**config.mk**
```make
export PLATFORM = sky130hd
export DESIGN_NAME = conv_1st_ctrl
export DESIGN_NICKNAME = d
export VERILOG_FILES = /design/src/rtl/conv_1st_ctrl.sv
export SDC_FILE = /design/constraint.sdc
export NUM_CORES = 1
export LEC_CHECK = 0
export ABC_CLOCK_PERIOD_IN_PS = 3600
export CAP_MARGIN = 40
export CORE_ASPECT_RATIO = 1.4
export CORE_MARGIN = 5
export CORE_UTILIZATION = 52
export CTS_BUF_LIST = sky130_fd_sc_hd__clkbuf_4
export DETAILED_ROUTE_END_ITERATION = 6
export GPL_TIMING_DRIVEN = 0
export PLACE_DENSITY_LB_ADDON = 0.2
export SETUP_SLACK_MARGIN = 0.4
export SLEW_MARGIN = 20
export SYNTH_ARGS = -nofsm -noshare
export SYNTH_HDL_FRONTEND = slang
export SYNTH_SLANG_ARGS = --single-unit
```
**constraint.sdc**
```tcl
create_clock -name clk -period 3.6 [get_ports clk]
set_input_delay 0.72 -clock clk [delete_from_list [all_inputs] [get_ports clk]]
set_output_delay 0.72 -clock clk [all_outputs]
set_load 0.05 [all_outputs]
```
**src/rtl/conv_1st_ctrl.sv**
```systemverilog
// conv_1st_ctrl: job sequencer for conv_1st_data (optional stall counter under CONV_CTRL_PERF_EN)
module conv_1st_ctrl #(
   parameter int W_CYC     = 11,
   parameter int P_PRE     = 60,
   parameter int RUN_CYC   = 1024,
   parameter int DRAIN_CYC = 50,
   parameter int CNT_W     = 16
) (
   input  logic        clk,
   input  logic        rst,
   input  logic        start,
   input  logic        abort,
   input  logic        weight_valid,
   output logic        weight_ready,
   input  logic        pixel_valid,
   output logic        pixel_ready,
   input  logic        conv_ready,
   output logic        conv_valid,
   output logic        en_array,
   output logic        en_DFF_pixel,
   output logic        en_DFF_weight,
   output logic        en_cnt,
   output logic        flush,
   output logic        ud_pixel,
   output logic        ud_weight,
   output logic        busy,
   output logic        done,
   output logic [31:0] stall_cnt
);
   typedef enum logic [2:0] {IDLE, LOAD_W, LOAD_P, RUN, DRAIN, OUT, FLUSH} state_t;
   state_t           state_q, state_d;
   logic [CNT_W-1:0] cnt_q, cnt_d;
   logic             aborted_q, aborted_d;
   logic             last_w, last_p, last_r, last_d, abortable;
   assign last_w    = cnt_q == CNT_W'(W_CYC - 1);
   assign last_p    = cnt_q == CNT_W'(P_PRE - 1);
   assign last_r    = cnt_q == CNT_W'(RUN_CYC - 1);
   assign last_d    = cnt_q == CNT_W'(DRAIN_CYC - 1);
   assign abortable = state_q != IDLE && state_q != FLUSH;
   // state, beat counter and aborted-job flag
   always_ff @(posedge clk) begin
      if (rst) begin
         state_q   <= IDLE;
         cnt_q     <= '0;
         aborted_q <= 1'b0;
      end else begin
         state_q   <= state_d;
         cnt_q     <= cnt_d;
         aborted_q <= aborted_d;
      end
   end
   // next state and datapath control decode
   always_comb begin
      state_d       = state_q;
      cnt_d         = cnt_q;
      aborted_d     = aborted_q;
      weight_ready  = 1'b0;
      pixel_ready   = 1'b0;
      conv_valid    = 1'b0;
      en_array      = 1'b0;
      en_DFF_pixel  = 1'b0;
      en_DFF_weight = 1'b0;
      en_cnt        = 1'b0;
      flush         = 1'b0;
      ud_pixel      = 1'b0;
      ud_weight     = 1'b0;
      done          = 1'b0;
      busy          = state_q != IDLE;
      case (state_q)
         IDLE: begin
            if (start) begin
               state_d   = LOAD_W;
               cnt_d     = '0;
               aborted_d = 1'b0;
            end
         end
         LOAD_W: begin
            weight_ready  = 1'b1;
            en_DFF_weight = weight_valid;
            ud_weight     = weight_valid;
            en_cnt        = weight_valid;
            if (weight_valid) begin
               cnt_d   = last_w ? '0 : cnt_q + CNT_W'(1);
               state_d = last_w ? LOAD_P : LOAD_W;
            end
         end
         LOAD_P: begin
            pixel_ready  = 1'b1;
            en_DFF_pixel = pixel_valid;
            ud_pixel     = pixel_valid;
            en_cnt       = pixel_valid;
            if (pixel_valid) begin
               cnt_d   = last_p ? '0 : cnt_q + CNT_W'(1);
               state_d = last_p ? RUN : LOAD_P;
            end
         end
         RUN: begin
            pixel_ready  = 1'b1;
            en_DFF_pixel = pixel_valid;
            ud_pixel     = pixel_valid;
            en_cnt       = pixel_valid;
            en_array     = pixel_valid;
            if (pixel_valid) begin
               cnt_d   = last_r ? '0 : cnt_q + CNT_W'(1);
               state_d = last_r ? DRAIN : RUN;
            end
         end
         DRAIN: begin
            en_array     = 1'b1;
            en_DFF_pixel = 1'b1;
            cnt_d        = last_d ? '0 : cnt_q + CNT_W'(1);
            state_d      = last_d ? OUT : DRAIN;
         end
         OUT: begin
            conv_valid = 1'b1;
            state_d    = conv_ready ? FLUSH : OUT;
         end
         FLUSH: begin
            flush   = 1'b1;
            done    = !aborted_q;
            state_d = IDLE;
         end
         default: state_d = IDLE;
      endcase
      if (abort && abortable) begin
         state_d   = FLUSH;
         cnt_d     = '0;
         aborted_d = 1'b1;
      end
   end
`ifdef CONV_CTRL_PERF_EN
   logic [31:0] stall_q, stall_d;
   logic        stall_ev;
   assign stall_ev  = (state_q == LOAD_W && !weight_valid) ||
                      ((state_q == LOAD_P || state_q == RUN) && !pixel_valid);
   assign stall_d   = (state_q == IDLE && start) ? '0 :
                      (stall_ev && stall_q != '1) ? stall_q + 32'd1 : stall_q;
   assign stall_cnt = stall_q;
   // saturating count of upstream starvation cycles for the current job
   always_ff @(posedge clk) begin
      if (rst) stall_q <= '0;
      else     stall_q <= stall_d;
   end
`else
   assign stall_cnt = '0;
`endif
endmodule

```
### Yosys cells after proc, flatten, opt, wreduce, memory -nomap -nowiden

Index checks and enable logic that the tools add are counted.

| word-level totals | value |
|---|---|
| register bits after elaboration | 20 |
| bits of input ports | 7 |

| operators by class | value |
|---|---|
| add/sub/neg operators | 1 |
| equality and inequality tests | 19 |
| mux-type cells | 33 |
| reductions and logical operators | 14 |

Operators with widths:

| kind | count |
|---|---|
| $mux W16 | 8 |
| $pmux W16 S5 | 1 |
| $eq A16 B6 Y1 const B | 2 |
| $mux W3 | 6 |
| $pmux W3 S6 | 1 |
| $add A16 B1 Y16 const B | 1 |
| $eq A16 B10 Y1 const B | 1 |
| $eq A16 B4 Y1 const B | 1 |
| $ne A3 B3 Y1 const B | 5 |
| $mux W1 | 12 |
| $eq A3 B3 Y1 const B | 3 |
| $ne A2 B2 Y1 const B | 4 |
| $reduce_and A4 Y1 | 2 |
| $eq A3 B2 Y1 const B | 2 |
| $pmux W1 S2 | 3 |
| $reduce_and A5 Y1 | 1 |
| $reduce_bool A5 Y1 | 1 |
| $mux W2 | 2 |
| $reduce_bool A2 Y1 | 2 |
| $reduce_or A2 Y1 | 2 |
| $eq A3 B1 Y1 const B | 1 |
| $logic_not A3 Y1 | 1 |
| $reduce_bool A3 Y1 | 1 |
| $logic_and A1 B1 Y1 | 2 |
| 2 further kinds | 2 |

### Longest topological paths before layout

Gate-level depths: netlist (run 1).

| logic depth | value |
|---|---|
| depth in word-level cells | 5 |
| gate-level depth with buffers | 9 |
| gate-level depth less buffers | 8 |

### Worst setup path before layout (run 1)

Ideal clock, no wire load.

| path | value |
|---|---|
| path type | register to output |
| from | register state_q[1] |
| to | output ud_weight |
| data arrival time | 2.089 ns |
| required time | 2.880 ns |
| path slack | 0.791 ns |
| cell stages (with the launch flop) | 5 |
| path buffers | 2 |
| cells stage by stage | dfxtp_1 -> buf_2 -> nor3b_2 -> and2_1 -> buf_4 |

| on the way | value |
|---|---|
| word-level cells in the longest chain between the ends | 2 |

RTL lines:

| item | line | source |
|---|---|---|
| start: declaration | 31 | `state_t state_q, state_d;` |
| start signal: assignment | 47 | `state_q <= state_d;` |
| $eq A3 B1 Y1 | n/a |  |
| $mux W1 | n/a |  |
| end: declaration | 25 | `output logic ud_weight,` |

Every way passes these cells.

### Worst setup path after layout (run 1)

| path | value |
|---|---|
| from | input weight_valid |
| to | output en_cnt |

| on the way | value |
|---|---|
| word-level cells in the longest chain between the ends | 1 |

RTL lines:

| item | line | source |
|---|---|---|
| start: declaration | 13 | `input logic weight_valid,` |
| $pmux W1 S2 | 69 | `case (state_q)` |
| end: declaration | 22 | `output logic en_cnt,` |

Every way passes these cells.

==> flow_summary.ini, run 1 <==
[status]
outcome = finished clean

[critical_path]
endpoint = en_cnt
path_common_cell = clkdlybuf4s50_1
worstSetupStartpointType = input pin
crit_chain = clkdlybuf4s50_1, a22o_1, clkdlybuf4s50_1
rrSetupSlack_ns = 1.40
crit_path_start = weight_valid
crit_type = in2out
reg2reg_depth = 8
worstPathArrival_ns = 2.41
crit_slowest_cell = clkdlybuf4s50_1
critical_path.endpoint_type = output pin
worstReg2RegEnd = cnt_q[4]
max_stage_delay_ns = 0.86
required_ns = 2.88
path_max_fanout = 4
r2r_start = cnt_q[0]

[timing]
fin_skew_ns = 0.002568
setup_violations = 0
tightest_slew_ns = 0.6638
slew_violations = 0
hold_viol = 0
fin_setup_tns_ns = 0
rsz0062_at_grt = false
period_share_pct = 86.97
clock.fmax_ghz = 0.3194
fin_crit_ns = 3.131
slew-limit-headroom_pct = 55.40

[synthesis]
ys_seq_area_share_pct = 24.45
synth_edf_count = 0
syn_area_mm2 = 0.001638
ys.flop_type = dfxtp_1
netlist_instances = 214
ys_async_sr_fraction_pct = 0
yosysMostFrequentCell = buf_4
ys_ff_latch = 20
synth_top_area_cell = dfxtp_1
ys_types = 46
synthTopCellsByCount = buf_4 (33), nor2_1 (21), dfxtp_1 (20)
synth.top_cell.area_share_pct = 24.45
yosys_warnings = 0
syn_area_per_cell_um2 = 7.653
yosys-top-cells-area = dfxtp_1 (24%), buf_4 (15%), a22o_1 (5.3%)

[routing]
drtAntennaViolNets = 0
drtPass1Iterations = 4
routed_wirelength_mm = 3.837
drc = 0
post_drt_wl_per_cell_um = 12.54
drt-initial-drc-count = 68
vias = 1592
viasPerCell = 5.203

[global_route]
grt_pass1_wl_mm = 6.458
antenna_found_initial = 0
gr-usage-all-layers_pct = 17.79
grt_overflow_total = 0
grt_pass1_vias = 1486
grt_max_degree = 12

[cts]
cts-htree-levels = 1
postCtsSetupBuffers = 0
cts_buffers = 3
cts.sinks = 20
cts_hold_buffers = 0
cts_tree = done
clk_latency_ns = 0.31
clk_path_buf_depth = 2
path_clk_slew_ns = 0.11
cts-root-buf = clkbuf_4

[floorplan]
start_util_pct = 53.47
die_h_um = 76.41
fp-row-count = 24
die_w_um = 57.43
die_area_mm2 = 0.004388
pin_count = 51
core_mm2 = 0.003063

[placed_design]
place_area_mm2 = 0.001983
io_buffers = 18
gp_congestion = 0.8290
dp_hpwl_mm = 3.053

[min_path]
hold_start = cnt_q[9]
hold_path_class = reg2reg

[power_and_ir_drop]
intPower_mw = 0.5505
clkPwrFrac_pct = 9.5
combPwrFrac_pct = 68.3
switching_share_pct = 53.64
seq_power_share_pct = 22.2
p_switching_mw = 0.6368
ir_drop_uv = 293.5
p_leak_nw = 0.9000
totalPowerFinal_mw = 1.187
p_per_area_mw_per_mm2 = 590.1

[cells_and_area]
drive_gt1_share_pct = 19.85
design_area_mm2 = 0.002012
insertedDiodeCount = 0
final_nets = 278
syn2layout_area_growth_pct = 22.84

[job]
drv_cap = 0
routing by layer:
layer / global-route usage [%] / share of wire [%] / vias up
li1: - / - / 806
met1: 20.02 / 38 / 692
met2: 31.33 / 50 / 79
met3: 3.051 / 9.0 / 15
met4: 8.353 / 3.2 / 0
met5: 0 / 0 / -
critical path, delay by kind of cell:
kind / cells / cell delay, ns
buffers and inverters: 2 / 1.36
AO/OA/AOI/OAI: 1 / 0.33
worst min-delay path by stage:
| stage | cells after the start | end |
|---|---|---|
| after floorplan | 2 | cnt_q[9] |
| after global placement | 2 | cnt_q[9] |
| after detailed placement | 2 | cnt_q[9] |
| after CTS | 2 | cnt_q[9] |
| after global routing | 2 | cnt_q[8] |
| final | 2 | cnt_q[9] |
state kept, by name, indices dropped and copies added (netlist names):
register   flops
cnt_q         16
aborted_q      1
state_q        3
cells in the final DEF, fill, tap and decap left out, drive strengths merged, types with 5 or more instances in the layout:
master / instances
nor3: 11
nand4: 7
buf: 37
clkdlybuf4s50: 17
o2bb2ai: 5
inv: 10
nor2: 24
nand2: 11
a22o: 10
dfxtp: 20
nand3: 9
a21oi: 11
clkbuf: 7
o21ai: 14
conb: 32
power by group through the flow:
stage                     sequential, mW  clock (mW)  combinational (mW)
after floorplan                    0.262           0               0.631
after global placement             0.267           0               0.806
after detailed placement           0.267           0               0.807
after CTS                          0.262       0.115               0.811
after global routing               0.266       0.126               0.868
final                              0.263       0.113               0.811
area by class of cell:
cell class,instances,area (um^2)
tap,39,48.80
fill,293,1051
sequential,20,400.4
clock buffer,3,22.52
buffer,41,290.3
clock inverter,1,3.754
inverter,10,37.54
timing repair buffer,18,182.7
multi-input combinational,174,1026
timing repair:
item                                   CTS  global route
gates resized for setup                  0             1
setup endpoints to repair                0             1
endpoints found under the hold margin    0             0
stage by stage:
stage                     hold WS, ns  setup WS, ns  utilization (%)  instances
final                          0.5289        0.4692            65.69        306
after global routing           0.5610        0.4011            65.69        306
after CTS                      0.5247        0.4543            65.60        306
after detailed placement       0.5064        0.4624            64.75        302
after global placement         0.4863        0.4580            64.75        302
after floorplan                0.4676        0.7910                -        245
cell families (layout without fill, tap and decap cells):
group	after synthesis	after routing	synth area share, %
compound gates	53	53	23.15
fa+ha+maj	3	3	2.292
buf+inv	51	73	20.02
flops	20	20	24.45
other cells	1	32	0.2290
simple gates	86	86	29.87
(Power assumes the default switching activity.)
==> run 2: changes to the inputs <==
- SLEW_MARGIN: 20 -> default
- TNS_END_PERCENT: default -> 20
==> results of run 2 <==
No change in the layout: final DEF, timing and power equal those of run 1.
